[src/rtl/tran_pkg.sv]
// Shared types for the tran bus arbiter: FSM state encoding and the requester ceiling.
package tran_pkg;
  localparam int NREQ_MAX = 8;

  typedef enum logic [1:0] {
    IDLE  = 2'd0,
    GRANT = 2'd1,
    TURN  = 2'd2
  } state_t;
endpackage

[src/rtl/tran_bus_arbiter_rr_pick.sv]
// Round-robin picker: first set request at or above i_ptr, wrapping past the top index.
module rr_pick #(
  parameter int N  = 4,
  parameter int IW = $clog2(N)
) (
  input  logic [N-1:0]  i_req,
  input  logic [IW-1:0] i_ptr,
  output logic          o_valid,
  output logic [IW-1:0] o_idx
);
  logic [2*N-1:0] w_dbl;

  // Rotating a doubled copy puts the pointer's requester at bit 0, so wrap is free.
  assign w_dbl = {i_req, i_req} >> i_ptr;

  always_comb begin
    int v_off;
    int v_sum;
    o_valid = 1'b0;
    v_off   = 0;
    v_sum   = 0;
    for (int i = N - 1; i >= 0; i--) begin
      if (w_dbl[i]) begin
        o_valid = 1'b1;
        v_off   = i;
      end
    end
    v_sum = int'(i_ptr) + v_off;
    if (v_sum >= N) v_sum = v_sum - N;
    o_idx = IW'(v_sum);
  end
endmodule

[src/rtl/tran_bus_arbiter.sv]
// Single-owner arbiter for a tran-segmented shared net: one tristate enable at a time,
// fixed all-off turnaround between owners, keeper enabled whenever nobody drives.
module tran_bus_arbiter
  import tran_pkg::*;
#(
  parameter int NREQ     = 4,
  parameter int TURN_CYC = 2,
  parameter int MAX_HOLD = 16
) (
  input  logic                    clk,
  input  logic                    rst_n,
  input  logic [NREQ-1:0]         req,
  output logic [NREQ-1:0]         gnt,
  output logic [NREQ-1:0]         drv_en,
  output logic                    keeper_en,
  output logic [$clog2(NREQ)-1:0] owner,
  output logic                    busy,
  output state_t                  dbg_state
);
  localparam int IW = $clog2(NREQ);
  localparam int HW = (MAX_HOLD > 0) ? $clog2(MAX_HOLD + 1) : 1;
  localparam int TW = $clog2(TURN_CYC + 1);

  if (NREQ < 2 || NREQ > NREQ_MAX) begin : g_bad_nreq
    $error("tran_bus_arbiter: NREQ must be 2..8");
  end
  if (TURN_CYC < 1 || TURN_CYC > 15) begin : g_bad_turn
    $error("tran_bus_arbiter: TURN_CYC must be 1..15");
  end
  if (MAX_HOLD < 0) begin : g_bad_hold
    $error("tran_bus_arbiter: MAX_HOLD must be >= 0");
  end

  state_t          r_state, w_state;
  logic [IW-1:0]   r_owner, w_owner;
  logic [IW-1:0]   r_ptr, w_ptr;
  logic [HW-1:0]   r_hold, w_hold;
  logic [TW-1:0]   r_turn, w_turn;
  logic [NREQ-1:0] r_gnt, w_gnt;
  logic            r_keeper, r_busy;
  logic            w_pick_valid, w_grant_go, w_own_req, w_others;
  logic [IW-1:0]   w_pick_idx;
  logic [NREQ-1:0] w_own_mask;

  rr_pick #(.N(NREQ), .IW(IW)) u_pick (
    .i_req   (req),
    .i_ptr   (r_ptr),
    .o_valid (w_pick_valid),
    .o_idx   (w_pick_idx)
  );

  assign w_own_mask = NREQ'(1) << r_owner;
  assign w_own_req  = |(req & w_own_mask);
  assign w_others   = |(req & ~w_own_mask);

  // Handshake: a requester holds req high until done; it may drive the net only while
  // its gnt bit is high, and dropping req ends its tenure at the next edge.
  always_comb begin
    w_state    = r_state;
    w_owner    = r_owner;
    w_ptr      = r_ptr;
    w_hold     = r_hold;
    w_turn     = r_turn;
    w_grant_go = 1'b0;
    case (r_state)
      IDLE: w_grant_go = w_pick_valid;
      GRANT: begin
        if (MAX_HOLD != 0 && r_hold != HW'(MAX_HOLD)) w_hold = r_hold + 1'b1;
        if (!w_own_req || (MAX_HOLD != 0 && w_hold == HW'(MAX_HOLD) && w_others)) begin
          w_state = TURN;
          w_turn  = '0;
        end
      end
      TURN: begin
        if (r_turn == TW'(TURN_CYC - 1)) begin
          if (w_pick_valid) w_grant_go = 1'b1;
          else              w_state    = IDLE;
        end else begin
          w_turn = r_turn + 1'b1;
        end
      end
      default: w_state = IDLE;
    endcase
    // Pointer moves past the winner so a force-released owner drops to lowest priority.
    if (w_grant_go) begin
      w_state = GRANT;
      w_owner = w_pick_idx;
      w_ptr   = (w_pick_idx == IW'(NREQ - 1)) ? '0 : w_pick_idx + 1'b1;
      w_hold  = '0;
    end
    w_gnt = (w_state == GRANT) ? (NREQ'(1) << w_owner) : '0;
  end

  always_ff @(posedge clk or negedge rst_n) begin
    if (!rst_n) begin
      r_state  <= IDLE;
      r_owner  <= '0;
      r_ptr    <= '0;
      r_hold   <= '0;
      r_turn   <= '0;
      r_gnt    <= '0;
      r_keeper <= 1'b1;
      r_busy   <= 1'b0;
    end else begin
      r_state  <= w_state;
      r_owner  <= w_owner;
      r_ptr    <= w_ptr;
      r_hold   <= w_hold;
      r_turn   <= w_turn;
      r_gnt    <= w_gnt;
      r_keeper <= ~|w_gnt;
      r_busy   <= (w_state != IDLE);
    end
  end

  assign gnt       = r_gnt;
  assign drv_en    = r_gnt;
  assign keeper_en = r_keeper;
  assign owner     = r_owner;
  assign busy      = r_busy;
  assign dbg_state = r_state;
endmodule

[config.mk]
export PLATFORM = sky130hd
export DESIGN_NAME = tran_bus_arbiter
export DESIGN_NICKNAME = d
export VERILOG_FILES = /design/src/rtl/tran_pkg.sv /design/src/rtl/tran_bus_arbiter_rr_pick.sv /design/src/rtl/tran_bus_arbiter.sv
export SDC_FILE = /design/constraint.sdc
export NUM_CORES = 1
export LEC_CHECK = 0
export ABC_AREA = 1
export CAP_MARGIN = 20
export CORE_UTILIZATION = 52
export CTS_CLUSTER_SIZE = 16
export DETAILED_ROUTE_END_ITERATION = 10
export GPL_TIMING_DRIVEN = 0
export HOLD_SLACK_MARGIN = 0.1
export PLACE_DENSITY = 0.8
export SETUP_SLACK_MARGIN = 0.15
export SLEW_MARGIN = 0
export SYNTH_ARGS = -nofsm -noshare
export SYNTH_HDL_FRONTEND = slang
export SYNTH_HIERARCHICAL = 1
export SYNTH_SLANG_ARGS = --single-unit
[constraint.sdc]
create_clock -name clk -period 2.1 [get_ports clk]
set_input_delay 0.42 -clock clk [delete_from_list [all_inputs] [get_ports clk]]
set_output_delay 0.42 -clock clk [all_outputs]
set_load 0.005 [all_outputs]
# Word-level counts from Yosys, hierarchy flattened
# Cells that the tools add are included.
# W data, S select, Z words.
# word_totals
reg_bits	19
input_bits	6
output_inout_bits	14
word_cells	68
# op_classes
n_addsub	5
order_cmp	1
n_eq_ne	9
n_shift	3
muxes	27
n_bitwise	3
n_reduce_logical	12
# ops
cell	count
$mux W2	13
$mux W5	4
$reduce_or A4 Y1	3
$and A4 B4 Y4	2
$shl A1 B2 Y4 const A	2
$shr A8 B2 Y4	1
$eq A2 B1 Y1 const B	3
$mux W1	6
$pmux W2 S3	1
$reduce_bool A2 Y1	3
$add A5 B1 Y5 const B	1
$eq A5 B5 Y1 const B	1
$ne A5 B5 Y1 const B	1
$add A2 B1 Y2 const B	2
$eq A2 B2 Y1 const B	2
$mux W4	1
$ne A2 B2 Y1 const B	2
$not A4 Y4	1
$pmux W2 S2	1
$add A2 B2 Y3	1
$ge A3 B3 Y1 const B	1
$reduce_and A3 Y1	1
$logic_not A1 Y1	2
$logic_not A2 Y1	1
4 further kinds	4

# Logic depth before layout (Yosys ltp)
# Gate-level depths: netlist of run 1.
# logic_depth
ltp_word	13
ltp_mapped	15
ltp_nobuf	15

# Cells and area by module
# Netlist of run 1, hierarchy kept.
# by_module_without_submodules
module	n_inst	cells_per_inst	area_each_um2	seq_area_each_um2
tran_bus_arbiter	1	131	1063.5	476.7
rr_pick	1	35	165.2	0.0

# Least setup slack after synthesis of run 1
# OpenSTA, ideal clock, no wires.
# synth_timing
path_type	reg-to-reg
from	register r_ptr[0]
to	register r_gnt[2], in the netlist drv_en[2]
arrival_time_ps	1778
slack_ps	208
path_stages_with_launch	16
n_path_buf	0
period_less_slack_ps	1892
cell_sequence	dfrtp_1 -> inv_2 -> nand2_1 -> nand3_1 -> nand2_2 -> nand3_1 -> a21boi_1 -> ha_1 -> xor2_1 -> inv_1 -> nand3_1 -> nand2_1 -> o21ai_1 -> inv_1 -> nand2_1 -> nor2_2
# synth_between
elab_chain_len	11
word_cells_on_any_way	24
# synth_rtl
item	line	rtl
start, declared	tran_bus_arbiter.sv:36	logic [IW-1:0] r_ptr, w_ptr;
start signal, assigned	tran_bus_arbiter.sv:107	r_ptr <= w_ptr;
$shr A8 B2 Y4	tran_bus_arbiter_rr_pick.sv:14	assign w_dbl = {i_req, i_req} >> i_ptr;
$mux W2 (4 in a row)	tran_bus_arbiter_rr_pick.sv:23	if (w_dbl[i]) begin
$add A2 B2 Y3 (*)	tran_bus_arbiter_rr_pick.sv:28	v_sum = int'(i_ptr) + v_off;
$ge A3 B3 Y1 / $sub A2 B1 Y2 (equally long branches)	tran_bus_arbiter_rr_pick.sv:29	if (v_sum >= N) v_sum = v_sum - N;
$mux W2 (*)	tran_bus_arbiter_rr_pick.sv:29	
net w_pick_idx[1]	tran_bus_arbiter.sv:42	logic [IW-1:0] w_pick_idx;
$mux W2 (*)	tran_bus_arbiter.sv:85	if (w_grant_go) begin
net w_owner[1]	tran_bus_arbiter.sv:35	logic [IW-1:0] r_owner, w_owner;
$shl A1 B2 Y4 (*)	tran_bus_arbiter.sv:91	w_gnt = (w_state == GRANT) ? (NREQ'(1) << w_owner) : '0;
$mux W4 (*)	tran_bus_arbiter.sv:91	
net w_gnt[2]	tran_bus_arbiter.sv:39	logic [NREQ-1:0] r_gnt, w_gnt;
end signal, assigned	tran_bus_arbiter.sv:110	r_gnt <= w_gnt;
end, declared	tran_bus_arbiter.sv:39	
# Mark *: on every way through the listed nets, which the timed path passes. The rest lies on a longest branch.
# A chain may end at the register's enable or synchronous reset.

# Final worst setup path of run 1
# layout_timing
from	register r_ptr[0]
to	register r_gnt[3], in the netlist drv_en[3]
# layout_between
elab_chain_len	11
word_cells_on_any_way	24
# layout_rtl
item	line	rtl
$shr A8 B2 Y4 (*)	tran_bus_arbiter_rr_pick.sv:14	
$mux W1 (3 in a row)	tran_bus_arbiter_rr_pick.sv:23	
$mux W1 (*)	tran_bus_arbiter_rr_pick.sv:23	
net w_pick_valid	tran_bus_arbiter.sv:41	logic w_pick_valid, w_grant_go, w_own_req, w_others;
$mux W1	tran_bus_arbiter.sv:76	if (w_pick_valid) w_grant_go = 1'b1;
$mux W1	tran_bus_arbiter.sv:75	if (r_turn == TW'(TURN_CYC - 1)) begin
$pmux W1 S2 (*)	tran_bus_arbiter.sv:65	case (r_state)
$mux W2 (*)	tran_bus_arbiter.sv:85	
net w_owner[0]	tran_bus_arbiter.sv:35	
$shl A1 B2 Y4 (*)	tran_bus_arbiter.sv:91	
$mux W4 (*)	tran_bus_arbiter.sv:91	
net w_gnt[3]	tran_bus_arbiter.sv:39	
# Marked as above.

==> flow_summary.yaml, run 1 <==
synth:
  synth_nets: 177
  synth_top_area_share: 0.367
  yosysSeqAreaShare: 0.388
  synth_top_area_cell: "dfrtp_1"
  synthTopCellsByArea: "dfrtp_1, nand2_1, nand3_1, inv_1, ha_1"
  syn_area_sq_um: 1230
  ys_ff_latch: 19
  synth.distinct_cells: 26
  synth_cells: 166
  yosys_warnings: 6
  syn_area_per_cell_sq_um: 7.40
finish:
  num_antenna_cells: 0
  final_cell_mix: "nand2_1, inv_1, dfrtp_1, clkdlybuf4s50_1, buf_4"
  nNetsFinal: 212
  area_growth_pct: 41.2
  final_core_utilization: 0.785
  layout-drive-gt1-share: 0.380
  layout_commonest_cell: "nand2_1"
clocking:
  cts_root_buffer: "clkbuf_4"
  path_clk_slew_ns: 0.12
  cts_buffer_depth: 2
  cts-buffers-inserted: 3
  cts_tree: "yes"
  clock-sinks: 19
  cts_max_level: 1
  clock_latency_ns: 0.32
  ctsHoldBuffers: 0
worst_setup_path:
  cp_max_fo: 8
  r2r_slack_ns: 0.04
  crit_type: "reg -> reg"
  cp.arrival_ns: 2.31
  start_kind: "register"
  endpoint: "drv_en[3]"
  r2r-end: "drv_en[3]"
  reg2reg_depth: 14
  startpoint: "r_ptr[0]"
  reg2reg_from: "r_ptr[0]"
  critPathCaptureType: "register"
  crit_required_ns: 2.35
global_route:
  grt_pass1_vias: 1138
  grtUsageTotal: 0.261
  antenna_found_initial: 0
  grt_max_degree: 20
  grt_pass1_wl_mm: 4.92
  grt-ovfl-total: 0
sta:
  worst_pin_slew_ns: 0.827
  fin_ws_ns: 0.0391
  post-route-period-util: 0.981
  hold_slack_ns: 0.500
  hold_violations: 0
  fmax_mhz: 485
  finClkSkew_ns: 0.0103
  grt_setup_unrepaired: "yes"
  max_slew_margin: 0.447
  setup_viol: 0
  period_minus_slack_ns: 2.06
  slew_violations: 0
drt:
  drt_iter0_markers: 35
  via_per_inst: 5.49
  drt.antenna.violating_nets: 0
  vias: 1251
  wl_per_cell_um: 15.2
  drt_first_pass_iters: 4
  drcViolationCount: 0
  wl_mm: 3.47
status:
  status: "completed"
floorplan:
  start_util: 0.555
  coreArea_sq_um: 2210
  chipWidth_um: 50.6
  num_rows: 17
  pin_count: 20
  dieArea_sq_um: 2560
  fp.dieH_um: 50.6
placed_design:
  gp_congestion: 0.752
  dp_hpwl_mm: 1.94
  portBuffers: 19
  place_ws_ns: -0.474
pwr:
  peakVddDrop_v: 0.00138
  p_per_area_nw_per_um2: 1820
  p_leak_nw: 0.858
job:
  drv_cap: 0
hold_path:
  hp-class: "reg -> reg"
layer usage:
metal,global-route usage,share of wire,wire length (um),up-vias
met3,0.0242,0.052,180,17
li1,-,-,-,588
met1,0.303,0.39,1360,578
met5,0,0,0,-
met4,0.120,0.041,144,0
met2,0.478,0.51,1790,68
critical path, cell delays in order (launching register included):
cell and delay (ns):
dfrtp_2 0.49, inv_4 0.12, nand2_4 0.07, nand3_1 0.09, nand2_1 0.09, nand2_1 0.10
inv_2 0.05, nand3_1 0.08, inv_1 0.05, a21oi_2 0.19, nand2_4 0.14, a21oi_2 0.25
buf_4 0.15, nand2_2 0.04, nor2_2 0.07
where the power goes:
| part | total [W] | switching [W] | internal, W |
|---|---|---|---|
| logic | 0.00227 | 0.00129 | 0.000975 |
| clock network | 0.000200 | 0.000129 | 0.0000713 |
| registers | 0.000689 | 0.000166 | 0.000523 |
| total | 0.00316 | 0.00159 | 0.00157 |
timing repair:
item | in CTS | in global routing
buffers inserted | 8 | 3
resized for setup | 32 | 19
gates cloned | 0 | 0
endpoints found under the setup margin | 7 | 12
pin swaps | 19 | 10
synthesized netlist by cell type, drive strengths merged:
library cell and n:
nand2 60, ha 5, dfrtp 18, inv 26, buf 4, nand4 3
xor2 1, a21boi 1, or4 2, nand3 22, a21oi 2, nor2 13
o22ai 1, o31ai 1, dfstp 1, o21ai 6
sequential cells by signal, summed over array words and instances, names as in the netlist:
name	cells
r_ptr	2
r_turn	2
keeper_en	1
owner	2
drv_en	4
dbg_state	2
busy	1
r_hold	5
final cells by class:
cell class | count | area, sq um
Multi-Input combinational cell | 117 | 787
Sequential cell | 19 | 479
Fill cell | 137 | 477
Timing Repair Buffer | 30 | 272
Inverter | 26 | 105
Tap cell | 28 | 35.0
Buffer | 4 | 30.0
Clock buffer | 3 | 22.5
Clock inverter | 1 | 5.00
cell families after synthesis:
| family | count (synthesis) | share of synthesized area |
|---|---|---|
| simple gates | 100 | 0.393 |
| buf+inv | 30 | 0.108 |
| flops | 19 | 0.388 |
| compound gates | 11 | 0.0530 |
| fa+ha+maj | 5 | 0.0509 |
| xor+xnor | 1 | 0.00713 |
per-stage QoR:
step / cell area (sq um) / setup TNS, ns / std cells / total power, W
2_1_floorplan: 1230 / 0 / 166 / 0.00170
6_report: 1740 / 0 / 228 / 0.00316
4_1_cts: 1630 / 0 / 225 / 0.00271
3_3_place_gp: 1450 / -2.78 / 213 / 0.00206
5_1_grt: 1740 / -0.133 / 228 / 0.00336
3_5_place_dp: 1450 / -3.62 / 213 / 0.00213
worst min path at each step:
stage          depth (start not counted)   endpoint      start  slack [ns]
2_1_floorplan                          0       busy      rst_n        0.12
3_3_place_gp                           2  r_turn[1]  r_turn[1]        0.46
3_5_place_dp                           2  r_turn[1]  r_turn[1]        0.47
4_1_cts                                2  r_turn[1]  r_turn[1]        0.50
5_1_grt                                2  r_turn[1]  r_turn[1]        0.55
6_report                               2  r_turn[1]  r_turn[1]        0.50
Note: power is estimated with default switching activity, not from simulation.
==> inputs of run 2 (changes only) <==
- CORE_ASPECT_RATIO: unset -> 1.5
==> flow_summary.yaml, run 2 (synthesis results as in run 1) <==
drt:
  drt_iter0_markers: 36
  vias: 1202
  wl_per_cell_um: 14.3
  drcViolationCount: 0
  wl_mm: 3.10
  via_per_inst: 5.54
  drt_first_pass_iters: 4
  drt.antenna.violating_nets: 0
sta:
  slew_violations: 0
  fin_ws_ns: 0.0568
  period_minus_slack_ns: 2.04
  grt_setup_unrepaired: "yes"
  post-route-period-util: 0.973
  hold_slack_ns: 0.508
  finClkSkew_ns: 0.00352
  fmax_mhz: 489
  hold_violations: 0
  worst_pin_slew_ns: 0.839
  max_slew_margin: 0.439
  setup_viol: 0
global_route:
  grt-ovfl-total: 0
  antenna_found_initial: 0
  grt_max_degree: 20
  grtUsageTotal: 0.239
  grt_pass1_vias: 1113
  grt_pass1_wl_mm: 4.62
worst_setup_path:
  slowest_delay_ns: 0.48
  crit_chain: "inv_4 -> nand2_2 -> nand3_1 -> nand2_1 -> a21boi_2 -> ha_2 -> xor2_2 -> inv_1 -> nand3_2 -> nand2_4 -> ha_4 -> o31ai_4"
  critPathCaptureType: "register"
  crit_required_ns: 2.32
  start_kind: "register"
  crit_type: "reg -> reg"
  cp_max_fo: 7
  cp_slowest_cell: "dfrtp_2"
  cp.arrival_ns: 2.27
floorplan:
  num_rows: 21
  pin_count: 20
  start_util: 0.550
  dieArea_sq_um: 2570
  coreArea_sq_um: 2230
  chipWidth_um: 41.7
  fp.dieH_um: 61.5
placed_design:
  portBuffers: 19
  dp_hpwl_mm: 2.14
  gp_congestion: 0.823
  place_ws_ns: -0.522
clocking:
  clock-sinks: 19
  cts_root_buffer: "clkbuf_4"
  cts_buffer_depth: 2
  cts_tree: "yes"
  cts_max_level: 1
  path_clk_slew_ns: 0.11
  clock_latency_ns: 0.30
  ctsHoldBuffers: 0
  cts-buffers-inserted: 3
pwr:
  p_leak_nw: 0.818
  peakVddDrop_v: 0.00112
  power.total_w: 0.00288
  p_per_area_nw_per_um2: 1750
finish:
  nNetsFinal: 206
  top_register: "r_hold"
  final_core_utilization: 0.734
  final_cell_mix: "nand2_1, inv_1, dfrtp_1, clkdlybuf4s50_1, nand3_1"
  layout_commonest_cell: "nand2_1"
  multi_input_area_sq_um: 753
  layout-drive-gt1-share: 0.314
  area_growth_pct: 33.4
  fillCellCount: 173
  regArea_sq_um: 479
  largest_reg_flops: 5
  num_antenna_cells: 0
status:
  status: "completed"
job:
  drv_cap: 0
hold_path:
  hp-class: "reg -> reg"
run 2: cell types whose count changed in the layout (fill, tap and decap cells not counted), sizes merged:
| cell | change |
|---|---|
| buf | -7 |
| nand2 | +1 |
run 2: layout make-up:
type	count	share of cell area
multi-input combinational	118	0.460
sequential	19	0.292
timing repair buffer	23	0.131
inverter	26	0.0641
buffer	4	0.0183
tap	23	0.0176
clock buffer	3	0.0137
clock inverter	1	0.00305
run 2: path summary, 6_finish.rpt:
check,start,to,slack [ns],depth (start not counted)
setup / recovery,r_ptr[0],r_ptr[0],0.06,12
hold / removal,r_turn[1],r_turn[1],0.51,2
setup reg to reg,r_ptr[0],r_ptr[0],0.06,12
hold reg to reg,r_turn[1],r_turn[1],0.51,2
max in group asynchronous,rst_n,r_ptr[1],0.95,1
min in group asynchronous,rst_n,r_hold[0],0.59,1
run 2: timing repair:
action	4_1_cts	5_1_grt
cloned	0	1
buffers inserted	3	1
endpoints found under the setup margin	7	13
pin swaps	13	7
gates resized for setup	28	9
run 2: power by group:
group	switching, W	internal, W	leakage (nW)
logic	0.00116	0.000836	0.562
clock network	0.000116	0.0000711	0.0177
registers	0.000172	0.000523	0.238
run 2: stage by stage:
| step | TNS, ns | std cells | cell area, sq um |
|---|---|---|---|
| 6_report | 0 | 217 | 1640 |
| 3_5_place_dp | -4.02 | 208 | 1450 |
| 5_1_grt | -0.119 | 217 | 1640 |
| 3_3_place_gp | -2.96 | 208 | 1450 |
| 4_1_cts | 0 | 215 | 1590 |
| 2_1_floorplan | 0 | 166 | 1230 |
run 2: layer usage:
| layer | up-vias | share of wire | GRT usage |
|---|---|---|---|
| li1 | 583 | - | - |
| met1 | 572 | 0.36 | 0.238 |
| met2 | 34 | 0.58 | 0.473 |
| met3 | 13 | 0.033 | 0.0293 |
| met4 | 0 | 0.036 | 0.143 |
| met5 | - | 0 | 0 |
run 2: critical path, delay by kind of cell (launching register included):
kind                     cells  cell delay (ns)
XOR/XNOR                     1             0.16
flip-flops                   1             0.48
buffers and inverters        2             0.19
AND/OR/NAND/NOR              5             0.39
AO/OA/AOI/OAI                2             0.35
adder cells (fa/ha/maj)      2             0.38
==> inputs of run 3 (changes only) <==
- CTS_BUF_LIST: unset -> sky130_fd_sc_hd__clkbuf_4 sky130_fd_sc_hd__clkbuf_8
==> results of run 3 <==
No change in the layout: final DEF, timing and power equal those of run 2.
